File: src/rtl/mem_access_controller_pkg.sv
// rtl/mem_access_controller_pkg.sv - shared types and constants for the MEM-stage access controller
// Contents: FSM state encoding, funct3 width codes, fault cause codes, default timeout.
package mem_ctrl_pkg;

    typedef enum logic [1:0] {
        ST_IDLE  = 2'd0,
        ST_WAIT  = 2'd1,
        ST_DONE  = 2'd2,
        ST_ERROR = 2'd3
    } state_t;

    localparam logic [2:0] F3_LB  = 3'b000;
    localparam logic [2:0] F3_LH  = 3'b001;
    localparam logic [2:0] F3_LW  = 3'b010;
    localparam logic [2:0] F3_LBU = 3'b100;
    localparam logic [2:0] F3_LHU = 3'b101;
    localparam logic [2:0] F3_SB  = 3'b000;
    localparam logic [2:0] F3_SH  = 3'b001;
    localparam logic [2:0] F3_SW  = 3'b010;

    localparam logic [1:0] CAUSE_NONE       = 2'd0;
    localparam logic [1:0] CAUSE_MISALIGNED = 2'd1;
    localparam logic [1:0] CAUSE_ILLEGAL    = 2'd2;
    localparam logic [1:0] CAUSE_TIMEOUT    = 2'd3;

    localparam int TIMEOUT_DEFAULT = 255;
    localparam int CNT_W_DEFAULT   = 10;

endpackage

File: src/rtl/mem_access_controller_if.sv
// rtl/mem_access_controller_if.sv - data-memory request/ack bus
// Signals: dmem_req/we/addr/be/wdata (controller -> memory), dmem_ack/rdata (memory -> controller).
// Modports: master (controller side), slave (memory side).
interface dmem_if;
    logic        dmem_req;
    logic        dmem_we;
    logic [31:0] dmem_addr;
    logic [3:0]  dmem_be;
    logic [31:0] dmem_wdata;
    logic        dmem_ack;
    logic [31:0] dmem_rdata;

    modport master (
        output dmem_req, dmem_we, dmem_addr, dmem_be, dmem_wdata,
        input  dmem_ack, dmem_rdata
    );

    modport slave (
        input  dmem_req, dmem_we, dmem_addr, dmem_be, dmem_wdata,
        output dmem_ack, dmem_rdata
    );
endinterface

File: src/rtl/mem_access_controller_align.sv
// rtl/mem_access_controller_align.sv - combinational width decode, lane alignment and load extension
// Inputs:  funct3, off (addr[1:0]), is_load, is_store, store_data, rdata.
// Outputs: be, wdata (lane-replicated), load_data (extracted/extended), legal, misaligned.
module load_store_align
    import mem_ctrl_pkg::*;
(
    input  logic [2:0]  funct3,
    input  logic [1:0]  off,
    input  logic        is_load,
    input  logic        is_store,
    input  logic [31:0] store_data,
    input  logic [31:0] rdata,
    output logic [3:0]  be,
    output logic [31:0] wdata,
    output logic [31:0] load_data,
    output logic        legal,
    output logic        misaligned
);

    logic       sz_byte;
    logic       sz_half;
    logic       sz_word;
    logic [7:0]  lane_byte;
    logic [15:0] lane_half;

    always_comb begin
        sz_byte = (funct3 == F3_LB) || (funct3 == F3_LBU);
        sz_half = (funct3 == F3_LH) || (funct3 == F3_LHU);
        sz_word = (funct3 == F3_LW);

        legal = 1'b0;
        if (is_load && !is_store) begin
            legal = sz_byte || sz_half || sz_word;
        end else if (is_store && !is_load) begin
            legal = (funct3 == F3_SB) || (funct3 == F3_SH) || (funct3 == F3_SW);
        end

        misaligned = (sz_half && off[0]) || (sz_word && (off != 2'b00));

        // Loads always fetch the whole word; the lane is picked out on return.
        be    = 4'b1111;
        wdata = store_data;
        if (is_store) begin
            if (funct3 == F3_SB) begin
                be    = 4'b0001 << off;
                wdata = {4{store_data[7:0]}};
            end else if (funct3 == F3_SH) begin
                be    = 4'b0011 << off;
                wdata = {2{store_data[15:0]}};
            end
        end

        case (off)
            2'd0:    lane_byte = rdata[7:0];
            2'd1:    lane_byte = rdata[15:8];
            2'd2:    lane_byte = rdata[23:16];
            default: lane_byte = rdata[31:24];
        endcase
        lane_half = off[1] ? rdata[31:16] : rdata[15:0];

        case (funct3)
            F3_LB:   load_data = {{24{lane_byte[7]}}, lane_byte};
            F3_LBU:  load_data = {24'd0, lane_byte};
            F3_LH:   load_data = {{16{lane_half[15]}}, lane_half};
            F3_LHU:  load_data = {16'd0, lane_half};
            default: load_data = rdata;
        endcase
    end

endmodule

File: src/rtl/mem_access_controller.sv
// rtl/mem_access_controller.sv - MEM-stage load/store sequencer with variable-latency memory handshake
// Ports: clock (falling-edge active), reset (sync, active-high); mem_read_in, mem_write_in, funct3_in,
//        addr_in, store_data_in from EX/MEM; stall_out, load_data_out, load_valid_out, fault_out,
//        fault_cause_out to the pipeline; dmem (dmem_if.master) to data memory.
module mem_access_controller
    import mem_ctrl_pkg::*;
#(
    parameter int TIMEOUT_CYCLES = TIMEOUT_DEFAULT,
    parameter int CNT_W          = CNT_W_DEFAULT
) (
    input  logic        clock,
    input  logic        reset,
    input  logic        mem_read_in,
    input  logic        mem_write_in,
    input  logic [2:0]  funct3_in,
    input  logic [31:0] addr_in,
    input  logic [31:0] store_data_in,
    output logic        stall_out,
    output logic [31:0] load_data_out,
    output logic        load_valid_out,
    output logic        fault_out,
    output logic [1:0]  fault_cause_out,
    dmem_if.master      dmem
);

    localparam logic [CNT_W-1:0] CNT_LIMIT = CNT_W'(TIMEOUT_CYCLES - 1);

    state_t           state;
    state_t           next_state;
    logic [CNT_W-1:0] cnt;
    logic [2:0]       f3_q;
    logic [1:0]       off_q;
    logic             is_load_q;
    logic             access;
    logic             stall_c;

    logic [2:0]  sel_f3;
    logic [1:0]  sel_off;
    logic        sel_load;
    logic        sel_store;
    logic [3:0]  al_be;
    logic [31:0] al_wdata;
    logic [31:0] al_load;
    logic        al_legal;
    logic        al_mis;

    assign access = mem_read_in | mem_write_in;

    // In IDLE the aligner decodes the live request; afterwards it works on the
    // latched width/offset so the returning word is extracted for the right access.
    assign sel_f3    = (state == ST_IDLE) ? funct3_in    : f3_q;
    assign sel_off   = (state == ST_IDLE) ? addr_in[1:0] : off_q;
    assign sel_load  = (state == ST_IDLE) ? mem_read_in  : is_load_q;
    assign sel_store = (state == ST_IDLE) ? mem_write_in : !is_load_q;

    load_store_align u_align (
        .funct3     (sel_f3),
        .off        (sel_off),
        .is_load    (sel_load),
        .is_store   (sel_store),
        .store_data (store_data_in),
        .rdata      (dmem.dmem_rdata),
        .be         (al_be),
        .wdata      (al_wdata),
        .load_data  (al_load),
        .legal      (al_legal),
        .misaligned (al_mis)
    );

    always_comb begin
        next_state = state;
        stall_c    = 1'b0;
        case (state)
            ST_IDLE: begin
                if (access) begin
                    stall_c    = 1'b1;
                    next_state = (al_legal && !al_mis) ? ST_WAIT : ST_ERROR;
                end
            end
            ST_WAIT: begin
                stall_c = 1'b1;
                // Ack wins over a simultaneous timeout.
                if (dmem.dmem_ack) begin
                    next_state = ST_DONE;
                end else if (cnt == CNT_LIMIT) begin
                    next_state = ST_ERROR;
                end
            end
            ST_DONE: begin
                next_state = ST_IDLE;
            end
            default: begin
                stall_c = 1'b1;
            end
        endcase
    end

    assign stall_out = stall_c & ~reset;

    always_ff @(negedge clock) begin
        if (reset) begin
            state           <= ST_IDLE;
            cnt             <= '0;
            f3_q            <= '0;
            off_q           <= '0;
            is_load_q       <= 1'b0;
            dmem.dmem_req   <= 1'b0;
            dmem.dmem_we    <= 1'b0;
            dmem.dmem_addr  <= '0;
            dmem.dmem_be    <= '0;
            dmem.dmem_wdata <= '0;
            load_data_out   <= '0;
            load_valid_out  <= 1'b0;
            fault_out       <= 1'b0;
            fault_cause_out <= CAUSE_NONE;
        end else begin
            state <= next_state;
            case (state)
                ST_IDLE: begin
                    if (access) begin
                        if (al_legal && !al_mis) begin
                            dmem.dmem_req   <= 1'b1;
                            dmem.dmem_we    <= mem_write_in;
                            dmem.dmem_addr  <= {addr_in[31:2], 2'b00};
                            dmem.dmem_be    <= al_be;
                            dmem.dmem_wdata <= al_wdata;
                            cnt             <= '0;
                            f3_q            <= funct3_in;
                            off_q           <= addr_in[1:0];
                            is_load_q       <= mem_read_in;
                        end else begin
                            fault_out       <= 1'b1;
                            // An illegal code makes alignment meaningless, so it takes priority.
                            fault_cause_out <= al_legal ? CAUSE_MISALIGNED : CAUSE_ILLEGAL;
                        end
                    end
                end
                ST_WAIT: begin
                    if (dmem.dmem_ack) begin
                        dmem.dmem_req <= 1'b0;
                        if (is_load_q) begin
                            load_data_out  <= al_load;
                            load_valid_out <= 1'b1;
                        end
                    end else if (cnt == CNT_LIMIT) begin
                        dmem.dmem_req   <= 1'b0;
                        fault_out       <= 1'b1;
                        fault_cause_out <= CAUSE_TIMEOUT;
                    end else begin
                        cnt <= cnt + 1'b1;
                    end
                end
                ST_DONE: begin
                    load_valid_out <= 1'b0;
                end
                default: begin
                end
            endcase
        end
    end

endmodule

File: src/flat_wrapper.sv
// flat-port wrapper written by rule: the top's interface ports become plain ports
module mem_access_controller_flat import mem_ctrl_pkg::*;
#(
    parameter int TIMEOUT_CYCLES = TIMEOUT_DEFAULT,
    parameter int CNT_W          = CNT_W_DEFAULT
)
  (clock, reset, mem_read_in, mem_write_in, funct3_in, addr_in, store_data_in, stall_out, load_data_out, load_valid_out, fault_out, fault_cause_out, dmem_dmem_req, dmem_dmem_we, dmem_dmem_addr, dmem_dmem_be, dmem_dmem_wdata, dmem_dmem_ack, dmem_dmem_rdata);
  dmem_if dmem_i ();
  input  logic clock;
  input  logic reset;
  input  logic mem_read_in;
  input  logic mem_write_in;
  input  logic [2:0] funct3_in;
  input  logic [31:0] addr_in;
  input  logic [31:0] store_data_in;
  output logic stall_out;
  output logic [31:0] load_data_out;
  output logic load_valid_out;
  output logic fault_out;
  output logic [1:0] fault_cause_out;
  output wire logic [$bits(dmem_i.dmem_req)-1:0] dmem_dmem_req;
  output wire logic [$bits(dmem_i.dmem_we)-1:0] dmem_dmem_we;
  output wire logic [$bits(dmem_i.dmem_addr)-1:0] dmem_dmem_addr;
  output wire logic [$bits(dmem_i.dmem_be)-1:0] dmem_dmem_be;
  output wire logic [$bits(dmem_i.dmem_wdata)-1:0] dmem_dmem_wdata;
  input wire logic [$bits(dmem_i.dmem_ack)-1:0] dmem_dmem_ack;
  input wire logic [$bits(dmem_i.dmem_rdata)-1:0] dmem_dmem_rdata;
  assign dmem_dmem_req = dmem_i.dmem_req;
  assign dmem_dmem_we = dmem_i.dmem_we;
  assign dmem_dmem_addr = dmem_i.dmem_addr;
  assign dmem_dmem_be = dmem_i.dmem_be;
  assign dmem_dmem_wdata = dmem_i.dmem_wdata;
  assign dmem_i.dmem_ack = dmem_dmem_ack;
  assign dmem_i.dmem_rdata = dmem_dmem_rdata;
  mem_access_controller #(.TIMEOUT_CYCLES(TIMEOUT_CYCLES), .CNT_W(CNT_W)) u_core (.clock(clock), .reset(reset), .mem_read_in(mem_read_in), .mem_write_in(mem_write_in), .funct3_in(funct3_in), .addr_in(addr_in), .store_data_in(store_data_in), .stall_out(stall_out), .load_data_out(load_data_out), .load_valid_out(load_valid_out), .fault_out(fault_out), .fault_cause_out(fault_cause_out), .dmem(dmem_i));
endmodule
File: config.mk
export PLATFORM = sky130hd
export DESIGN_NAME = mem_access_controller_flat
export DESIGN_NICKNAME = d
export VERILOG_FILES = /design/src/rtl/mem_access_controller_pkg.sv /design/src/rtl/mem_access_controller_if.sv /design/src/rtl/mem_access_controller_align.sv /design/src/rtl/mem_access_controller.sv /design/src/flat_wrapper.sv
export SDC_FILE = /design/constraint.sdc
export NUM_CORES = 1
export LEC_CHECK = 0
export CORE_ASPECT_RATIO = 1.5
export CORE_UTILIZATION = 44
export CTS_CLUSTER_SIZE = 20
export DETAILED_ROUTE_END_ITERATION = 10
export HOLD_SLACK_MARGIN = 0.15
export MAX_ROUTING_LAYER = met4
export PLACE_DENSITY = 0.8
export SLEW_MARGIN = 10
export SYNTH_ARGS = -nofsm -noshare
export SYNTH_HDL_FRONTEND = slang
export SYNTH_SLANG_ARGS = --single-unit
export TNS_END_PERCENT = 20
File: constraint.sdc
create_clock -name clock -period 4.5 [get_ports clock]
set_input_delay 0.45 -clock clock [delete_from_list [all_inputs] [get_ports clock]]
set_output_delay 0.45 -clock clock [all_outputs]
set_load 0.01 [all_outputs]
-- Word level (Yosys, flattened, before mapping)
Cells that the tools add are included.
Widths: inputs -> output; s select.
- logic and storage cells: 113
- register bits after elaboration: 122
- output and inout port bits: 107
- bitwise logic cells: 3
- shift-type cells: 2
- mux-type cells: 45
- reduce and logical (&&, ||, !) cells: 30
- equal/unequal tests: 18
- $add $sub $neg: 1
- operators with widths (operator ; number):
    $pmux 32 s4 ; 1
    $mux 32 ; 3
    $mux 10 ; 4
    $pmux 8 s3 ; 1
    $pmux 10 s2 ; 1
    $mux 2 ; 9
    $mux 16 ; 1
    $mux 1 ; 15
    $mux 4 ; 3
    $reduce_and 3->1 ; 4
    $add 10x1->10 const B ; 1
    $eq 10x8->1 const B ; 1
    $ne 2x2->1 const B ; 5
    $reduce_and 5->1 ; 2
    $pmux 1 s2 ; 4
    $logic_or 1x1->1 ; 7
    $eq 3x3->1 const B ; 2
    $ne 2x1->1 const B ; 3
    $pmux 2 s3 ; 1
    $reduce_bool 2->1 ; 3
    $logic_and 1x1->1 ; 5
    $eq 2x1->1 const B ; 2
    $eq 2x2->1 const B ; 2
    $logic_not 1->1 ; 4
    other kinds (14) ; 15

-- Depth between registers and ports, before layout
Gate-level depths: netlist of run 1.
- depth after elaboration: 11
- gate-level depth with buffers: 14

-- By module
From an unflattened synthesis of run 1, not the netlist that was laid out.
- cells, all modules: 825
- area total of the unflattened synthesis: 6184.7 µm²
- by module, submodules not included (module ; times used ; cells each ; area an instance (µm²) ; seq. area each (µm²)):
    mem_access_controller ; 1 ; 608 ; 4777.1 ; 2442.3
    load_store_align ; 1 ; 217 ; 1407.6 ; 0.0

==> impl_metrics.yaml, run 1 <==
cells_and_area:
  nFillCells: 751
  final_util_pct: 78.3
  diodes: 0
  multi_input_area_um2: 2890
  drive_gt1_share_pct: 12.7
  areaGrowthSynthToFinish_pct: 71.5
  final_nets: 1173
  register_area_um2: 2440
  final_cells: 1225
  mostFrequentLayoutCells: "203 x clkdlybuf4s50_1, 153 x nand2_1, 135 x inv_1"
  final_area_um2: 9500
  layout_commonest_cell: "clkdlybuf4s50_1"
power_and_ir_drop:
  power_frac_seq_pct: 22.1
  power_frac_clock_pct: 28.0
  pwr-share-comb_pct: 49.9
  power.ir.vdd_worst_mv: 0.381
  power.density_nw_per_um2: 713
  switching_share_pct: 41.5
  power_leakage_nw: 4.13
  p_switching_mw: 2.81
  fin_total_pwr_mw: 6.78
  p_int_mw: 3.96
run_status:
  violations: "negative setup slack"
  status: "finished with violations"
grt:
  grt_max_degree: 92
  grt_use_total_pct: 33.6
  grt-ovfl-total: 0
  grt_first_pass_wirelength_mm: 33.0
  grt_pass1_vias: 7139
  antenna_found_initial: 0
die:
  dieArea_um2: 13100
  coreArea_um2: 12100
  start_util_pct: 45.6
  rows: 49
  die_x_um: 93.6
  die_h_um: 139
  ios: 211
drt:
  drt_pass1_iterations: 8
  vias: 7117
  remaining_drc_errors: 0
  drtAntennaViolNets: 0
  wire_per_inst_um: 18.2
  wl_mm: 22.3
  drt_iter0_markers: 538
  vias_per_cell: 5.81
clocking:
  cts_tree: "built"
  clkSinkCount: 122
  clk_path_buf_depth: 2
  clkLatencyLatePin_ns: 0.47
  clk_pin_slew_ns: 0.03
  cts_htree_levels: 4
  clock-root-buffer: "clkbuf_16"
  numCtsBuffers: 17
hold_path:
  min_path_cells: 2
  hold_path.startpoint: "u_core.fault_out"
  hp-class: "reg2reg"
placement:
  dp_hpwl_mm: 14.1
  portBuffers: 208
  place.gp.congestion: 1.02
  dpl_cell_area_um2: 8180
  dp_cells: 1060
setup_path:
  endpoint_kind: "register"
  critPathKind: "in2reg"
  critPathTopFamily: "buffers and inverters"
  cp_slowest_cell: "clkdlybuf4s50_1"
  cp.depth: 12
  startpoint: "funct3_in[0]"
  r2r_cells: 15
  crit_top_cell: "buf_4"
  rrSetupSlack_ns: 1.46
  critPathRequiredTime_ns: 2.58
  cp.buffers_inverters: 6
  cp-start-kind: "input pin"
  critPathMaxStageDelay_ns: 0.43
  reg2reg_from: "u_core.state[1]"
  path_cells: "clkdlybuf4s50_1 -> mux2_4 -> buf_6 -> nand3_2 -> o41ai_4 -> buf_4 -> nor3_4 -> buf_6 -> buf_4 -> buf_4 -> nand2_1 -> a31o_1"
  cp.arrival_ns: 2.60
  worst-path-max-fanout: 13
timing:
  setup_viol: 1
  maxSlewViolCount: 0
  skew_ns: 0.0317
  max_slew_margin_pct: 50.7
  setup_slack_ns: -0.0239
  tightest_slew_ns: 0.740
  whs_ns: 0.439
  hold_violations: 0
synthesis:
  synth_cells: 688
  synth.area.top_cells: "dfxtp_1 44%, nand2_1 10%, a21oi_1 7.7%"
  avgSynthCellArea_um2: 8.05
  synth_top_area_share_pct: 44.1
  ys_types: 55
  synth_flop_cell: "dfxtp_1"
  yosysTopAreaCell: "dfxtp_1"
  synth-seq-area-share_pct: 44.1
  ys_warn_count: 0
  synth_edf_count: 0
  synth_seq_cells: 122
  async_reset_ff_share_pct: 0
  syn_area_um2: 5540
flow_run:
  cap_viol_max_count: 0
## routing by layer
| metal | global-route usage, % | up-vias | share of wire, % |
|---|---|---|---|
| li1 | - | 3204 | - |
| met1 | 29.9 | 3320 | 34 |
| met2 | 57.6 | 458 | 51 |
| met3 | 10.9 | 135 | 8.2 |
| met4 | 25.4 | 0 | 7.0 |
| met5 | - | - | 0 |
## flip-flops by register name, summed over array words and instances (netlist names)
register                flops
u_core.cnt                 10
u_core.dmem.dmem_addr      30
u_core.dmem.dmem_be         4
u_core.dmem.dmem_req        1
u_core.dmem.dmem_wdata     32
u_core.dmem.dmem_we         1
u_core.f3_q                 3
u_core.fault_cause_out      2
u_core.fault_out            1
u_core.is_load_q            1
u_core.load_data_out       32
u_core.load_valid_out       1
u_core.off_q                2
u_core.state                2
## kinds of logic (layout without fill, tap and decap cells)
family | Yosys count | in the layout | synth area share [%]
other | 1 | 2 | 0.0677
AOI/OAI and AO/OA | 222 | 222 | 26.0
xor gates and xnor gates | 1 | 1 | 0.158
and+or+nand+nor | 245 | 245 | 18.7
DFF | 122 | 122 | 44.1
buffers and inverters | 72 | 455 | 5.83
adders and majority gates | 10 | 10 | 2.26
muxes | 15 | 15 | 2.91
## stage by stage
stage | setup TNS [ns] | worst slack (ns)
6_report | -0.0239 | -0.0239
5_1_grt | -0.506 | -0.0528
4_1_cts | 0 | 0.00801
3_5_place_dp | -51.00 | -0.611
3_3_place_gp | -47.35 | -0.576
2_1_floorplan | -4.80 | -0.156
## final timing paths
check,end
max,u_core.is_load_q
min,u_core.fault_out
min reg2reg,u_core.fault_out
max reg2reg,u_core.load_data_out[5]
## final cells by class
| type | count | area share, % |
|---|---|---|
| clock buffer | 17 | 4.48 |
| clock inverter | 137 | 6.85 |
| inverter | 14 | 0.553 |
| multi-input combinational | 495 | 30.4 |
| sequential | 122 | 25.7 |
| tap | 153 | 2.01 |
| timing repair buffer | 287 | 30.0 |
## repair_timing
action / in CTS / in global routing
gates resized for setup: 20 / 18
pin swaps: 5 / 8
hold buffers: 0 / 0
setup buffers: 3 / 7
setup endpoints to repair: 54 / 62
cloned: 0 / 2
hold endpoints to repair: 0 / 0
## power by group through the flow
| stage | clock [mW] | sequential, mW | combinational [mW] |
|---|---|---|---|
| 2_1_floorplan | 0.165 | 1.59 | 1.53 |
| 5_1_grt | 2.04 | 1.52 | 3.60 |
| 4_1_cts | 1.91 | 1.49 | 3.08 |
| 3_3_place_gp | 0.165 | 1.49 | 2.88 |
| 6_report | 1.89 | 1.50 | 3.38 |
| 3_5_place_dp | 0.165 | 1.50 | 2.96 |
## cell usage after synthesis, types with 3 or more instances
cell      instances
buf_6             3
mux2i_1          12
a222oi_1         16
and3_1            4
a211oi_1         21
ha_1             10
nor3b_1           3
a32o_1            7
clkbuf_1         39
nand2b_1          3
a21oi_1          85
buf_4             5
o21a_1            3
inv_1            15
buf_2             9
o21ai_0          44
a22oi_1           8
a221oi_1          8
nor2_1           46
nand3_1           9
nand2_1         154
nor3_1           10
dfxtp_1         122
a31oi_1           4
a311oi_1         12
## tightest hold or removal path: stages, from the launching register on
cell and delay [ns]:
dfxtp_1 0.30, inv_1 0.04, a21oi_1 0.05
(Power assumes the default switching activity.)
==> run 2: changes to the inputs <==
- SETUP_SLACK_MARGIN: default -> 0.4
==> run 2 against run 1 <==
Compared with the run above:
- count of clock-buffer cells in the layout did not move
- sequential power rose by 3%
- clock skew rose by 0.12 ns
- hold slack improved by 0.024 ns
- critical path type unchanged
- the flow finishes with violations (design-rule violations, negative setup slack)
==> impl_metrics.yaml, run 2 (same netlist as run 1, synthesis figures left out) <==
hold_path:
  hp-class: "reg2reg"
setup_path:
  critPathMaxStageDelay_ns: 0.55
  endpoint_kind: "register"
  cp_slowest_cell: "a21oi_1"
  worst-path-max-fanout: 7
  critPathKind: "in2reg"
  cp-start-kind: "input pin"
  crit_top_cell: "buf_12"
  cp.arrival_ns: 2.64
  critPathRequiredTime_ns: 2.56
  path_cells: "buf_2 -> mux2_4 -> a221o_1 -> buf_6 -> nor3_4 -> buf_12 -> buf_12 -> clkbuf_16 -> nand2_1 -> a21oi_1"
timing:
  max_slew_margin_pct: 53.6
  skew_ns: 0.149
  maxSlewViolCount: 0
  setup_viol: 1
  tightest_slew_ns: 0.696
  setup_slack_ns: -0.0785
  rsz0062_at_grt: "true"
  whs_ns: 0.462
  hold_violations: 0
clocking:
  clk_pin_slew_ns: 0.06
  clk_path_buf_depth: 2
  clock-root-buffer: "clkbuf_16"
  clkLatencyLatePin_ns: 0.60
  numCtsBuffers: 17
  cts_htree_levels: 4
  clkSinkCount: 122
  cts_tree: "built"
cells_and_area:
  final_util_pct: 83.8
  areaGrowthSynthToFinish_pct: 83.6
  final_nets: 1204
  layout_commonest_cell: "clkdlybuf4s50_1"
  drive_gt1_share_pct: 19.1
  reg.largest.list: "u_core.dmem.dmem_wdata: 32 flops, u_core.load_data_out: 32 flops, u_core.dmem.dmem_addr: 30 flops"
  nFillCells: 631
  mostFrequentLayoutCells: "199 x clkdlybuf4s50_1, 147 x nand2_1, 132 x inv_1"
  final_area_um2: 10200
grt:
  antenna_found_initial: 1
  grt_first_pass_wirelength_mm: 38.6
  grt-ovfl-total: 0
  grt_pass1_vias: 7722
  grt_use_total_pct: 39.5
  grt_max_degree: 92
drt:
  vias_per_cell: 6.43
  drt_iter0_markers: 1125
  remaining_drc_errors: 5
  wl_mm: 30.6
  wire_per_inst_um: 24.3
  drtAntennaViolNets: 0
  vias: 8084
  drt_pass1_iterations: 11
run_status:
  status: "finished with violations"
  violations: "design-rule violations, negative setup slack"
placement:
  place.gp.congestion: 0.960
  portBuffers: 208
  dpl_cell_area_um2: 8140
  dp_hpwl_mm: 13.8
power_and_ir_drop:
  power_frac_seq_pct: 19.2
  p_switching_mw: 3.56
  power.density_nw_per_um2: 794
  power_leakage_nw: 4.41
  switching_share_pct: 44.0
  power_frac_clock_pct: 25.6
  pwr-share-comb_pct: 55.2
  fin_total_pwr_mw: 8.08
  power.ir.vdd_worst_mv: 0.440
  p_int_mw: 4.52
flow_run:
  cap_viol_max_count: 0
die:
  die_x_um: 93.6
  ios: 211
  die_h_um: 139
  start_util_pct: 45.6
  dieArea_um2: 13100
  rows: 49
  coreArea_um2: 12100
[run 2: final timing paths]
kind | startpoint | to | slack, ns | depth (start not counted)
setup / recovery | funct3_in[1] | u_core.dmem.dmem_wdata[1] | -0.08 | 10
hold / removal | u_core.dmem.dmem_addr[21] | u_core.dmem.dmem_addr[21] | 0.46 | 2
setup reg to reg | u_core.state[0] | u_core.dmem.dmem_wdata[1] | 1.24 | 14
hold reg to reg | u_core.dmem.dmem_addr[21] | u_core.dmem.dmem_addr[21] | 0.46 | 2
[run 2: timing repair]
action                     CTS  global route
setup endpoints to repair  122           132
buffers inserted            15            19
pin swaps                   17            10
hold buffers                 0             0
resized for setup           71            42
cloned                       7             6
[run 2: layer usage]
metal | wire, um | GRT usage (%) | vias up
met5 | 0 | - | -
met2 | 14200 | 65.9 | 879
met3 | 3760 | 13.0 | 329
met4 | 3130 | 28.4 | 0
met1 | 9520 | 37.6 | 3604
li1 | - | - | 3272
[run 2: power groups by stage]
stage,Clock (mW),Sequential (mW),Combinational (mW)
global route,2.17,1.56,4.60
floorplan,0.165,1.59,1.53
finish,2.06,1.55,4.46
global placement,0.165,1.49,2.85
detailed placement,0.165,1.50,2.92
CTS,1.92,1.50,3.53
[run 2: critical path, delay by kind of cell]
family,cells,cell delay (ns)
AOI/OAI and AO/OA,2,0.91
buffers and inverters,5,0.70
muxes,1,0.28
and+or+nand+nor,2,0.28
[run 2: area by class of cell]
class | count | area, um^2 | share of cell area [%]
flip-flops and latches | 122 | 2440 | 24.0
multi-input cells | 495 | 3050 | 30.0
inverters | 14 | 55.1 | 0.541
diodes | 1 | 2.50 | 0.0246
well taps | 153 | 191 | 1.88
repair buffers | 318 | 3360 | 33.0
clock buffers | 17 | 425 | 4.18
clock inverters | 137 | 646 | 6.35
[run 2: stage by stage]
stage                     std cells  setup WS [ns]  setup TNS [ns]
after floorplan                 689         -0.156           -4.79
after global placement         1056         -0.478          -45.67
after detailed placement       1056         -0.496          -47.25
after CTS                      1231          0.218               0
after global routing           1257       -0.00227        -0.00227
final                          1257        -0.0785         -0.0785
